## src/rtl/fetch_ctrl_pkg.sv

```systemverilog
// Shared fetch-side types: fetch packet layout, fetch FSM states and superscalar width macros.
// The width macros are guarded so a project-wide definition takes precedence.
`ifndef N
`define N 2
`endif
`ifndef NUM_SCALAR_BITS
`define NUM_SCALAR_BITS 2
`endif

package fetch_ctrl_pkg;

    typedef struct packed {
        logic [31:0] inst;
        logic [31:0] PC;
        logic [31:0] NPC;
    } FETCH_PACKET;

    typedef enum logic [1:0] {
        REQ    = 2'd0,
        WAIT   = 2'd1,
        HOLD   = 2'd2,
        SQUASH = 2'd3
    } FETCH_STATE;

endpackage

```

## src/rtl/fetch_ctrl.sv

```systemverilog
// Fetch controller: one outstanding 8-byte block request to the I-cache, unpacks the
// returned block into up to `N packets bounded by free instruction-buffer slots.
`ifndef N
`define N 2
`endif
`ifndef NUM_SCALAR_BITS
`define NUM_SCALAR_BITS 2
`endif

module fetch_ctrl
    import fetch_ctrl_pkg::*;
#(
    parameter logic [31:0] RESET_PC = 32'h0
) (
    input  logic                          clock,
    input  logic                          reset,
    input  logic [`NUM_SCALAR_BITS-1:0]   inst_buffer_spots,
    input  logic                          restore_valid,
    input  logic [31:0]                   restore_pc,
    output logic                          icache_req_valid,
    output logic [31:0]                   icache_req_addr,
    input  logic                          icache_req_ready,
    input  logic                          icache_rsp_valid,
    input  logic [63:0]                   icache_rsp_data,
    output FETCH_PACKET [`N-1:0]          fetch_packets,
    output logic [`NUM_SCALAR_BITS-1:0]   fetch_valid
);

    localparam logic [31:0] LANES = 32'(`N);

    FETCH_STATE                   state_r;
    FETCH_STATE                   next_state_s;
    logic [31:0]                  pc_r;
    logic [31:0]                  pc_next_s;
    logic [63:0]                  block_r;
    logic [63:0]                  block_next_s;
    logic [31:0]                  target_s;
    logic [31:0]                  rem_s;
    logic [31:0]                  spots_s;
    logic [31:0]                  lim_s;
    logic [31:0]                  k_s;
    logic                         req_valid_s;
    FETCH_PACKET [`N-1:0]         packets_s;
    logic [`NUM_SCALAR_BITS-1:0]  fetch_valid_s;

    // Redirect target is word aligned regardless of the low bits supplied.
    assign target_s = restore_pc & 32'hFFFF_FFFC;

    // Packets deliverable this cycle: words left in the block, capped by slots and lanes.
    always_comb begin
        rem_s   = pc_r[2] ? 32'd1 : 32'd2;
        spots_s = 32'(inst_buffer_spots);
        if (spots_s < rem_s) begin
            lim_s = spots_s;
        end else begin
            lim_s = rem_s;
        end
        if (lim_s < LANES) begin
            k_s = lim_s;
        end else begin
            k_s = LANES;
        end
    end

    // Next-state, PC/block update and packet generation.
    always_comb begin
        next_state_s  = state_r;
        pc_next_s     = pc_r;
        block_next_s  = block_r;
        req_valid_s   = 1'b0;
        packets_s     = '0;
        fetch_valid_s = '0;
        case (state_r)
            REQ: begin
                req_valid_s = 1'b1;
                if (restore_valid) begin
                    pc_next_s = target_s;
                end else if (icache_req_ready) begin
                    next_state_s = WAIT;
                end else begin
                    next_state_s = REQ;
                end
            end
            WAIT: begin
                if (restore_valid) begin
                    pc_next_s = target_s;
                    if (icache_rsp_valid) begin
                        next_state_s = REQ;
                    end else begin
                        next_state_s = SQUASH;
                    end
                end else if (icache_rsp_valid) begin
                    block_next_s = icache_rsp_data;
                    next_state_s = HOLD;
                end else begin
                    next_state_s = WAIT;
                end
            end
            SQUASH: begin
                if (restore_valid) begin
                    pc_next_s = target_s;
                end else begin
                    pc_next_s = pc_r;
                end
                if (icache_rsp_valid) begin
                    next_state_s = REQ;
                end else begin
                    next_state_s = SQUASH;
                end
            end
            HOLD: begin
                // Packets issued alongside a restore would land in a flushed buffer.
                if (restore_valid) begin
                    pc_next_s    = target_s;
                    next_state_s = REQ;
                end else begin
                    fetch_valid_s = k_s[`NUM_SCALAR_BITS-1:0];
                    for (int i = 0; i < `N; i++) begin
                        if (32'(i) < k_s) begin
                            packets_s[i].inst = (pc_r[2] || (i != 0)) ? block_r[63:32] : block_r[31:0];
                            packets_s[i].PC   = pc_r + 32'(4 * i);
                            packets_s[i].NPC  = pc_r + 32'(4 * i) + 32'd4;
                        end else begin
                            packets_s[i] = '0;
                        end
                    end
                    pc_next_s = pc_r + (k_s << 2);
                    if (k_s == rem_s) begin
                        next_state_s = REQ;
                    end else begin
                        next_state_s = HOLD;
                    end
                end
            end
            default: begin
                next_state_s = REQ;
            end
        endcase
    end

    // State, PC and block registers with synchronous reset.
    always_ff @(posedge clock) begin
        if (reset) begin
            state_r <= REQ;
            pc_r    <= RESET_PC;
            block_r <= 64'h0;
        end else begin
            state_r <= next_state_s;
            pc_r    <= pc_next_s;
            block_r <= block_next_s;
        end
    end

    assign icache_req_valid = reset ? 1'b0  : req_valid_s;
    assign icache_req_addr  = reset ? 32'h0 : {pc_r[31:3], 3'b000};
    assign fetch_packets    = reset ? '0    : packets_s;
    assign fetch_valid      = reset ? '0    : fetch_valid_s;

endmodule
```

## config.mk

```make
export PLATFORM = sky130hd
export DESIGN_NAME = fetch_ctrl
export DESIGN_NICKNAME = d
export VERILOG_FILES = /design/src/rtl/fetch_ctrl_pkg.sv /design/src/rtl/fetch_ctrl.sv
export SDC_FILE = /design/constraint.sdc
export NUM_CORES = 1
export LEC_CHECK = 0
export CORE_ASPECT_RATIO = 0.8
export CORE_MARGIN = 2
export CORE_UTILIZATION = 42
export DETAILED_ROUTE_END_ITERATION = 16
export PLACE_DENSITY = 0.88
export SKIP_LAST_GASP = 1
export SLEW_MARGIN = 20
export SYNTH_ARGS = -nofsm -noshare
export SYNTH_HDL_FRONTEND = slang
export SYNTH_SLANG_ARGS = --single-unit
export TNS_END_PERCENT = 5
```

## constraint.sdc

```tcl
create_clock -name clock -period 6.3 [get_ports clock]
set_input_delay 1.89 -clock clock [delete_from_list [all_inputs] [get_ports clock]]
set_output_delay 1.89 -clock clock [all_outputs]
set_load 0.02 [all_outputs]
```

==> impl_metrics.env, run 1 <==
export IMPL_worstSetupPathType="flop to output port"
export IMPL_yosys_warnings=0
export IMPL_async_flop_share_pct=0
export IMPL_first_iter_violations=586
export IMPL_dieArea_um2=17800
export IMPL_fin_util_pct=64.8
export IMPL_synth_edf_count=0
export IMPL_place_gp_congestion=0.956
export IMPL_rows=42
export IMPL_wl_met2_um=11900
export IMPL_clock_latency_ns=0.35
export IMPL_hold_viol=0
export IMPL_grt_pass1_vias=7520
export IMPL_cp_max_fo=13
export IMPL_syn_inst=1026
export IMPL_start_util_pct=42.7
export IMPL_io_pins=330
export IMPL_worstSetupStartpointType="flop"
export IMPL_cts_sinks=96
export IMPL_cp_cell_sequence="nand3_2, or4_4, or3_1, a21o_1, or3_1, o21ai_0, nor3b_1, clkdlybuf4s50_1"
export IMPL_grt_usage_pct=28.7
export IMPL_routedWlPerCell_um=17.2
export IMPL_post_dp_hpwl_um=19600
export IMPL_fin_nets=1408
export IMPL_synthFlopType="dfxtp_1"
export IMPL_fin_crit_ns=6.13
export IMPL_grt_pass1_wl_um=40800
export IMPL_port_buffers=315
export IMPL_synth_top_family_by_area="simple AND/OR/NAND/NOR gates"
export IMPL_hold_path_class="flop to flop"
export IMPL_top_layer="met5"
export IMPL_crit_required_ns=4.41
export IMPL_clockRootBuffer="clkbuf_16"
export IMPL_path_clk_slew_ns=0.07
export IMPL_cts_buffers_inserted=9
export IMPL_powerDensity_nw_per_um2=135
export IMPL_ys_seq_elements=96
export IMPL_drc=0
export IMPL_netlist_area_um2=7020
export IMPL_core_um2=16400
export IMPL_dp_cells=1506
export IMPL_post_route_period_util_pct=97.4
export IMPL_max_clock_path_buffers=2
export IMPL_htree_levels=3
export IMPL_whs_ns=0.455
export IMPL_cts_tree="yes"
export IMPL_skew_ns=0.00899
export IMPL_synth_compound_area_share_pct=11.8
export IMPL_cpMostUsedCell="or3_1"
export IMPL_worst_path_max_delay_cell="clkdlybuf4s50_1"
export IMPL_end_kind="output port"
export IMPL_rsz0062_at_grt="yes"
export IMPL_dieHeight_um=120
export IMPL_stdcell_count=1522
export IMPL_finalMaxSlewViolations=0
export IMPL_routed_wl_um=26200
export IMPL_hold_buffers=0
export IMPL_grt_start_max_net_pins=127
export IMPL_outcome="finished clean"
export IMPL_yosys_area_share_adder_pct=1.53
export IMPL_dr_pass1_iters=6
export IMPL_max_stage_delay_ns=0.68
export IMPL_met1_length_um=10900
export IMPL_cp_arrival_ns=4.24
export IMPL_fill_cells=1441
export IMPL_wl_met3_um=2640
export IMPL_post_route_cells_drive_above_1_share_pct=5.84
export IMPL_ir_drop_v=0.000136
export IMPL_antenna_found_initial=1
export IMPL_synth_cell_types=62
export IMPL_yosysSeqAreaShare_pct=27.4
export IMPL_finalPower_w=0.00144
export IMPL_ant_nets=0
export IMPL_max_freq_mhz=163
export IMPL_synthMuxAreaShare_pct=6.03
export IMPL_p_leak_nw=3.60
export IMPL_placed_area_um2=10400
export IMPL_yosys_area_share_simple_pct=38.3
export IMPL_diodes=0
export IMPL_syn_area_per_cell_um2=6.84
export IMPL_via_per_inst=5.39
export IMPL_gr_total_overflow=0
export IMPL_synth_xor_area_share_pct=7.61
export IMPL_worstMarginPinSlew_ns=0.929
export IMPL_setup_violations=0
export IMPL_relSlewSlack_pct=38.0
export IMPL_design_area_um2=10700
export IMPL_syn2layout_area_growth_pct=51.9
export IMPL_die_x_um=149
export IMPL_max_cap_violations=0
export IMPL_num_vias=8210
-- repair_timing --
item / 4_1_cts / 5_1_grt
endpoints found under the setup margin: 0 / 2
endpoints found under the hold margin: 0 / 0
gates resized for setup: 0 / 1
buffers inserted: 0 / 0
-- state kept, by name (all words and copies together) (netlist names) --
signal / cells
pc_r: 30
block_r: 64
state_r: 2
-- stage by stage --
stage                     TNS [ns]  worst slack (ns)
final                            0             0.165
after global routing       -0.0112           -0.0112
after CTS                        0             0.199
after detailed placement         0             0.262
after global placement           0             0.268
after floorplan                  0             0.463
-- cells in the mapped netlist (all sizes together) (3+ instances only) --
library cell | n | area share (%)
inv | 12 | 0.64
nand2 | 166 | 8.9
nor3b | 5 | 0.54
and3 | 40 | 3.6
ha | 7 | 1.2
dfxtp | 96 | 27
nand3 | 13 | 1.0
a21oi | 98 | 7.0
xnor2 | 37 | 4.6
nor4 | 15 | 1.5
a31o | 3 | 0.37
and2 | 35 | 3.1
o21ai | 12 | 0.86
nand4 | 19 | 2.0
xor2 | 24 | 3.0
o31ai | 5 | 0.54
a211oi | 6 | 0.64
and4 | 4 | 0.50
mux2i | 40 | 5.7
buf | 38 | 3.1
or3 | 12 | 1.1
nor2b | 26 | 2.3
nor3 | 29 | 2.1
or2 | 3 | 0.27
a31oi | 3 | 0.27
nor2 | 171 | 9.1
clkbuf | 66 | 3.5
or4 | 11 | 1.2
-- critical path, delay by kind of cell, from the launching register on --
kind	cells	cell delay, ns
AO/OA/AOI/OAI	2	0.46
buffers and inverters	1	0.68
AND/OR/NAND/NOR	5	2.12
flip-flops	1	0.63
-- where the power goes --
part | switching [W] | total [W] | internal [W]
sequential | 0.0000262 | 0.000651 | 0.000625
combinational | 0.000139 | 0.000266 | 0.000128
clock | 0.000248 | 0.000522 | 0.000274
total | 0.000413 | 0.00144 | 0.00103
-- path summary, 6_finish.rpt --
check | startpoint | end | slack [ns] | cells after the start
worst min-delay path | block_r[21]$_SDFFE_PP0P_ | block_r[21]$_SDFFE_PP0P_ | 0.46 | 2
worst max register to register | pc_r[2]$_SDFFE_PP0P_ | pc_r[24]$_SDFFE_PP0P_ | 2.53 | 12
worst max-delay path | pc_r[6]$_SDFFE_PP0P_ | fetch_packets[120] | 0.17 | 8
worst min register to register | block_r[21]$_SDFFE_PP0P_ | block_r[21]$_SDFFE_PP0P_ | 0.46 | 2
-- layout make-up --
| class | count | area (µm²) | share of cell area, % |
|---|---|---|---|
| multi-input cells | 825 | 4650 | 43.6 |
| repair buffers | 353 | 3490 | 32.7 |
| flip-flops and latches | 96 | 1920 | 18.0 |
| well taps | 220 | 275 | 2.58 |
| clock buffers | 10 | 229 | 2.15 |
| clock inverters | 6 | 47.5 | 0.446 |
| inverters | 12 | 45.0 | 0.423 |
-- cell families (layout without fill, tap and decap cells) --
family	Yosys count	after routing
AND/OR/NAND/NOR	558	558
XOR/XNOR	61	61
other	1	12
buffers and inverters	116	381
adder cells (fa/ha/maj)	8	8
multiplexers	42	42
flip-flops	96	96
AO/OA/AOI/OAI	144	144
-- routing by layer --
metal	GRT usage [%]	vias up
met5	0	-
met4	9.05	2
met3	8.21	52
met2	44.5	423
met1	38.5	3771
li1	-	3962
-- cells in the final DEF, fill, tap and decap left out, drive strengths merged, types with 15 or more instances in the layout --
| cell type | instances |
|---|---|
| nor2 | 171 |
| xnor2 | 37 |
| buf | 39 |
| inv | 16 |
| xor2 | 24 |
| nor2b | 26 |
| nand4 | 19 |
| and2 | 35 |
| nor4 | 15 |
| a21oi | 98 |
| dfxtp | 96 |
| nand2 | 166 |
| clkdlybuf4s50 | 314 |
| mux2i | 40 |
| nor3 | 29 |
| and3 | 40 |
No activity file was read; power rests on OpenSTA's default activity.
==> run 2: changes to the inputs <==
Settings changed: TNS_END_PERCENT 5 to default.
==> impl_metrics.env, run 2 (synthesized netlist as in run 1, its figures left out) <==
export IMPL_largest_reg_flops=64
export IMPL_grt_start_max_net_pins=127
export IMPL_mostFrequentLayoutCells="314 x clkdlybuf4s50_1, 171 x nor2_1, 165 x nand2_1, 98 x a21oi_1, 94 x dfxtp_1"
export IMPL_fill_cells=1443
export IMPL_cp_max_fo=12
export IMPL_dr_pass1_iters=5
export IMPL_gr_total_overflow=0
export IMPL_max_cap_violations=0
export IMPL_worstSetupPathType="flop to output port"
export IMPL_stdcell_count=1522
export IMPL_cpMostUsedCell="or4_1"
export IMPL_ant_nets=0
export IMPL_fin_crit_ns=6.08
export IMPL_die_x_um=149
export IMPL_hold_buffers=0
export IMPL_dieHeight_um=120
export IMPL_grt_usage_pct=28.7
export IMPL_cts_tree="yes"
export IMPL_placed_area_um2=10400
export IMPL_end_kind="output port"
export IMPL_post_route_period_util_pct=96.5
export IMPL_seq_area_um2=1920
export IMPL_cp_arrival_ns=4.19
export IMPL_cts_setup_buffers=0
export IMPL_drc=0
export IMPL_grt_pass1_vias=7520
export IMPL_syn2layout_area_growth_pct=51.9
export IMPL_dieArea_um2=17800
export IMPL_design_area_um2=10700
export IMPL_totalNegativeSetupSlack_ns=0
export IMPL_multi_input_area_um2=4650
export IMPL_finalPower_w=0.00144
export IMPL_io_pins=330
export IMPL_antenna_found_initial=1
export IMPL_worst_path_buf_inv=3
export IMPL_clock_latency_ns=0.35
export IMPL_p_leak_nw=3.60
export IMPL_skew_ns=0.00871
export IMPL_grt_pass1_wl_um=40800
export IMPL_max_clock_path_buffers=2
export IMPL_place_gp_congestion=0.956
export IMPL_dp_cells=1506
export IMPL_max_stage_delay_ns=0.63
export IMPL_cts_sinks=96
export IMPL_fin_nets=1408
export IMPL_cp_cell_sequence="buf_4, inv_1, ha_1, or4_1, a2111o_1, or3_1, or4_1, and3_1, clkdlybuf4s50_1"
export IMPL_powerDensity_nw_per_um2=135
export IMPL_first_iter_violations=655
export IMPL_path_clk_slew_ns=0.07
export IMPL_post_route_cells_drive_above_1_share_pct=5.91
export IMPL_worstSetupStartpointType="flop"
export IMPL_rows=42
export IMPL_htree_levels=3
export IMPL_crit_required_ns=4.41
export IMPL_port_buffers=315
export IMPL_cpLargestDelayFamily="simple AND/OR/NAND/NOR gates"
export IMPL_relSlewSlack_pct=38.3
export IMPL_rsz0062_at_grt="no"
export IMPL_diodes=0
export IMPL_dp_worst_setup_slack_ns=0.262
export IMPL_setup_ws_ns=0.223
export IMPL_post_dp_hpwl_um=19600
export IMPL_num_vias=8260
export IMPL_routed_wl_um=26400
export IMPL_worstMarginPinSlew_ns=0.925
export IMPL_hold_path_class="flop to flop"
export IMPL_largest_register="block_r"
export IMPL_routedWlPerCell_um=17.3
export IMPL_cts_resized=0
export IMPL_largest_registers="block_r x64, pc_r x30, state_r x2"
export IMPL_hold_viol=0
export IMPL_core_um2=16400
export IMPL_setup_violations=0
export IMPL_layout_commonest_cell="clkdlybuf4s50_1"
export IMPL_finalMaxSlewViolations=0
export IMPL_clockRootBuffer="clkbuf_16"
export IMPL_via_per_inst=5.43
export IMPL_start_util_pct=42.7
export IMPL_cts_buffers_inserted=9
export IMPL_max_freq_mhz=165
export IMPL_ir_drop_v=0.000137
export IMPL_outcome="finished clean"
export IMPL_worst_path_max_delay_cell="or4_1"
## run 2: cell count changes in the layout (fill, tap and decap cells not counted)
cell	delta
dfxtp_2	+1
dfxtp_1	-1
## run 2: layout make-up
type,instances,share of cell area (%)
Tap cell,220,2.58
Timing Repair Buffer,353,32.7
Clock inverter,6,0.446
Clock buffer,10,2.15
Inverter,12,0.423
Sequential cell,96,18.1
Multi-Input combinational cell,825,43.6
## run 2: routing by layer
layer  up-vias  global-route usage, %  routed length, µm
met3        55                   8.21               2560
met4         2                   9.05                750
met2       424                   44.5              11900
met1      3826                   38.5              11100
met5         -                      0                 11
li1       3953                      -                  -
## run 2: worst paths after layout
check                                           endpoint                startpoint  depth (start not counted)  slack [ns]
worst max-delay path                  fetch_packets[123]      pc_r[2]$_SDFFE_PP0P_                          9        0.22
worst min-delay path            block_r[20]$_SDFFE_PP0P_  block_r[20]$_SDFFE_PP0P_                          2        0.45
worst max register to register     pc_r[24]$_SDFFE_PP0P_      pc_r[2]$_SDFFE_PP0P_                         12        2.52
worst min register to register  block_r[20]$_SDFFE_PP0P_  block_r[20]$_SDFFE_PP0P_                          2        0.45
## run 2: power by group
group	internal, W	switching [W]
Combinational	0.000128	0.000139
Clock	0.000274	0.000246
Sequential	0.000625	0.0000264
Total	0.00103	0.000411
## run 2: per-stage QoR
stage / hold slack [ns] / utilization (%)
3_3_place_gp: 0.442 / 63.1
5_1_grt: 0.472 / 64.8
3_5_place_dp: 0.446 / 63.1
6_report: 0.455 / 64.8
2_1_floorplan: 0.436 / -
4_1_cts: 0.456 / 64.8
## run 2: tightest hold or removal path: stages, from the launching register on
cell and delay, ns:
dfxtp_1 0.31, nand2_1 0.05, a21oi_1 0.05
==> edit 1: new RTL, settings of run 2 <==
Encoding of `FETCH_STATE`: now one-hot (4 bits for 4 states).
--- a/src/rtl/fetch_ctrl_pkg.sv
+++ b/src/rtl/fetch_ctrl_pkg.sv
@@ -17,7 +17,7 @@
 
-    typedef enum logic [1:0] {
-        REQ    = 2'd0,
-        WAIT   = 2'd1,
-        HOLD   = 2'd2,
-        SQUASH = 2'd3
+    typedef enum logic [3:0] {
+        REQ    = 4'b0001,
+        WAIT   = 4'b0010,
+        HOLD   = 4'b0100,
+        SQUASH = 4'b1000
     } FETCH_STATE;
Function: same outputs for any inputs over 4 cycles, from zero or initial values and one cycle with reset high; so few cycles prove little.
==> edit 1 against run 2 <==
  * Sequential cell count rose by 2
  * Wire length grew 4.2%
  * Cell area increased by 2.9%
  * Total power up 9.9%
  * Setup slack lost 97 ps
  * Area after synthesis up 4.5%
  * Largest cell class unchanged
  * Critical path depth is 1 higher
  * Critical endpoint is now fetch_packets[121]
  * Non-clock buffer count down 8
==> edit 1: results (changes against run 2) <==
outcome finished clean; WP data arrival 4280 ps (+90 ps); initial antenna violation count 0 (-1); Finish-stage setup viols 0 (unchanged); Slew HR 41.8% (+3.5 points); sequential area share after synthesis 26.7% (-0.65 points); hpwl dp 20100 µm (+2.7%); post-synthesis compound-gate area fraction 17.5% (+5.8 points); pre-CTS setup slack 306 ps (+43.9 ps); syn_area_per_cell 6.61 µm² (-3.3%); Critical-path top delay cell clkdlybuf4s50_1; Port-buffer cells 315 (unchanged); RR Startpoint pc_r[2]$_SDFFE_PP0P_; largest net degree at the start of global routing 65 (-49%); GP Congestion 0.948 (-0.83%); placed cell count 1575 (+4.6%); Synth cell types 69 (+11%); Leak Pwr 3.66 nW (+1.8%); via count 8888 (+7.6%); drt first pass iters 8 (+3); Detailed Route WL 27500 µm (+4.2%); Final nets 1470 (+4.4%); adder-cell share of the synthesized area 0.955% (-0.58 points); synth cell count leaders nand2_1 (186), nor2_1 (177), a21oi_1 (110); fillers 1472 (+2.0%); VDD IR-drop max 0.000129 V (-5.6%); GRT Util Overall 27.9% (-0.80 points); worst clock skew 7.72 ps (-0.994 ps); post-synthesis mux area share 4.81% (-1.2 points); top post-synthesis cells by area dfxtp_1 (27%), nand2_1 (9.5%), nor2_1 (9.1%); share of layout cells above drive strength 1 5.34% (-0.57 points); number of vias per cell 5.58 (+2.9%); Post-Synth XOR/XNOR Area 4.30% (-3.3 points); initial DRC count 1064 (+62%); first-pass GRT wire length 40900 µm (+0.15%); Critical Path Start pc_r[2]$_SDFFE_PP0P_; largest registers block_r x64, pc_r x30, state_r x4; vias in the first global route 7748 (+3.0%)
edit 1: path summary, 6_finish.rpt:
| kind | to | slack, ps | depth (start not counted) |
|---|---|---|---|
| worst max-delay path | fetch_packets[121] | 130 | 10 |
| worst max register to register | pc_r[25]$_SDFFE_PP0P_ | 2490 | 10 |
| worst min register to register | block_r[20]$_SDFFE_PP0P_ | 460 | 2 |
| worst min-delay path | block_r[20]$_SDFFE_PP0P_ | 460 | 2 |
edit 1: through the flow:
| step | instance area (µm²) | hold WS (ps) |
|---|---|---|
| 2_1_floorplan | 7380 | 436 |
| 3_3_place_gp | 10600 | 440 |
| 3_5_place_dp | 10600 | 446 |
| 4_1_cts | 10900 | 456 |
| 5_1_grt | 11000 | 474 |
| 6_report | 11000 | 456 |
edit 1: cells by family after synthesis:
group / after synthesis
fa+ha+maj: 5
compound gates: 216
buf+inv: 125
other cells: 1
mux: 35
xor+xnor: 36
flops: 98
simple gates: 593
edit 1: cell type report:
cell class                 instances  share of cell area, %
clock buffer                       9                   2.05
clock inverter                     7                  0.993
inverter                          11                  0.376
multi-input combinational        897                   45.1
sequential                        98                   17.9
tap                              225                   2.57
timing repair buffer             345                   31.0
edit 1: report_power, final:
part	switching (mW)	internal (mW)
Clock	0.260	0.357
Sequential	0.0406	0.635
Combinational	0.149	0.138
Total	0.450	1.13
edit 1: per-layer routing:
| metal | vias to the layer above | part of all wire (%) | GRT usage [%] |
|---|---|---|---|
| met5 | - | 0 | 0 |
| met4 | 0 | 3.5 | 10.8 |
| met3 | 66 | 9.4 | 6.52 |
| met2 | 425 | 46 | 44.3 |
| met1 | 4118 | 41 | 36.6 |
| li1 | 4279 | - | - |
edit 1: timing repair:
action | 4_1_cts | 5_1_grt
setup buffers | 0 | 1
setup endpoints to repair | 1 | 6
resized for setup | 1 | 5
hold buffers | 0 | 0
edit 1: worst register-to-register path, cell delays in order (launching register included):
cell,delay (ps)
dfxtp_2,530
buf_4,570
nor2b_2,140
buf_4,300
ha_1,360
a21oi_1,110
or4_1,660
nor4_1,610
a31oi_1,190
o22ai_1,150
nor2_1,60
==> edit 2: new RTL, config.mk and constraints of run 2 <==
Made on the original files. Change the macro `N` from 2 to 1.
--- a/src/rtl/fetch_ctrl_pkg.sv
+++ b/src/rtl/fetch_ctrl_pkg.sv
@@ -3,3 +3,3 @@
 `ifndef N
-`define N 2
+`define N 1
 `endif
Ports: changed (resized fetch_packets); port bits go from 330 to 234. The function was not compared with the original's and may differ.
==> edit 2 against run 2 <==
  * Wire length decreased by 26%
  * Area after synthesis down 15%
  * Cell area fell by 20%
  * Sequential cell count is the same
  * Non-clock buffer count fell by 119
  * Setup slack better by 190 ps
  * First-iteration DRC count fell by 5.3%
  * Fmax increased by 3.2%
  * Sequential power is 2% higher
  * Total power increased by 0.54%
  * Clock power increased by 11%
==> edit 2: results (changes against run 2) <==
GRT Util Overall 25.2% (-3.5 points); Detailed Route WL 19400 µm (-26%); pre-CTS setup slack 412 ps (+150 ps); switching share of power 26.6% (-2.0 points); drt first pass iters 6 (+1); hpwl dp 13400 µm (-31%); largest registers block_r x64, pc_r x30, state_r x2; r2r setup slk 3300 ps (+780 ps); WHS Endpoint block_r[15]$_SDFFE_PP0P_; Top Family by Delay on Critical Path buffers and inverters; sequential area share after synthesis 32.1% (+4.7 points); outcome finished clean; placed cell count 1165 (-23%); vias in the first global route 5949 (-21%); largest net degree at the start of global routing 77 (-39%); hold slack final 455 ps (-0.415 ps); initial DRC count 620 (-5.3%); GP Congestion 0.879 (-8.1%); Wirelength per Cell 16.4 µm (-5.2%); synth cell count leaders nand2_1 (161), dfxtp_1 (96), a21oi_1 (82); fillers 1301 (-9.8%); Slew HR 44.7% (+6.5 points); top post-synthesis cells by area dfxtp_1 (32%), nand2_1 (10%), a21oi_1 (6.8%); initial antenna violation count 0 (-1); Syn Inst Count 831 (-19%); worst clock skew 11.0 ps (+2.29 ps); CP Max Fanout 26 (+14); first-pass GRT wire length 30600 µm (-25%); Synth cell types 58 (-6.5%); via count 6566 (-21%); Leak Pwr 2.87 nW (-20%); Reg-to-Reg End pc_r[21]$_SDFFE_PP0P_; Worst R2R Path Depth 6 (-6); share of layout cells above drive strength 1 5.12% (-0.80 points); WP data arrival 4000 ps (-190 ps); placed cell areas 8190 µm² (-21%); Final nets 1103 (-22%); CP peak stage delay 590 ps (-40 ps); register area 1920 µm² (about the same)
## edit 2: cell count changes in the layout (fill, tap and decap cells not counted), sizes merged, moves of 14 or more
cell,change
a21oi,-16
and2,-23
buf,-27
clkdlybuf4s50,-92
nor2,-90
nor3,-14
xnor2,-30
## edit 2: power groups by stage
stage | clock (mW) | combinational, mW | sequential [mW]
floorplan | 0 | 0.128 | 0.649
global route | 0.612 | 0.221 | 0.668
detailed placement | 0 | 0.202 | 0.678
global placement | 0 | 0.201 | 0.677
CTS | 0.589 | 0.204 | 0.664
finish | 0.577 | 0.203 | 0.665
## edit 2: layout make-up
| type | instances | area share (%) |
|---|---|---|
| clock buffer | 10 | 2.81 |
| clock inverter | 6 | 0.896 |
| sequential | 96 | 22.6 |
| inverter | 9 | 0.397 |
| timing repair buffer | 234 | 27.3 |
| multi-input combinational | 642 | 43.3 |
| tap | 184 | 2.70 |
## edit 2: cells by family (layout without fill, tap and decap cells)
kind of cell,after synthesis,after routing,synth area share [%]
AOI/OAI and AO/OA,143,143,14.3
other,1,8,0.0626
DFF,96,96,32.1
and+or+nand+nor,424,424,35.0
xor gates and xnor gates,18,18,2.63
muxes,41,41,7.04
buffers and inverters,100,259,7.18
adders and majority gates,8,8,1.67
## edit 2: worst max path at each step
stage,start,end,slack (ps),cells after the start
finish,restore_valid,fetch_packets[27],410,6
global route,restore_valid,fetch_packets[19],260,6
CTS,restore_valid,fetch_packets[29],410,6
detailed placement,restore_valid,fetch_packets[29],410,6
global placement,restore_valid,fetch_packets[25],440,6
floorplan,restore_valid,fetch_packets[16],950,6
## edit 2: worst register-to-register path, stage by stage, from the launching register on
cell and delay, ps:
dfxtp_2 370, buf_4 520, ha_1 290, nand3_1 340, nor4_1 750, a2111oi_0 220
or3_1 400
## edit 2: per-layer routing
metal  GRT usage, %  vias up  routed length [µm]
li1               -     3177                   -
met1           32.5     3056                8180
met2           40.0      299                8870
met3           8.41       34                1980
met4           6.80        0                 366
met5              0        -                   0
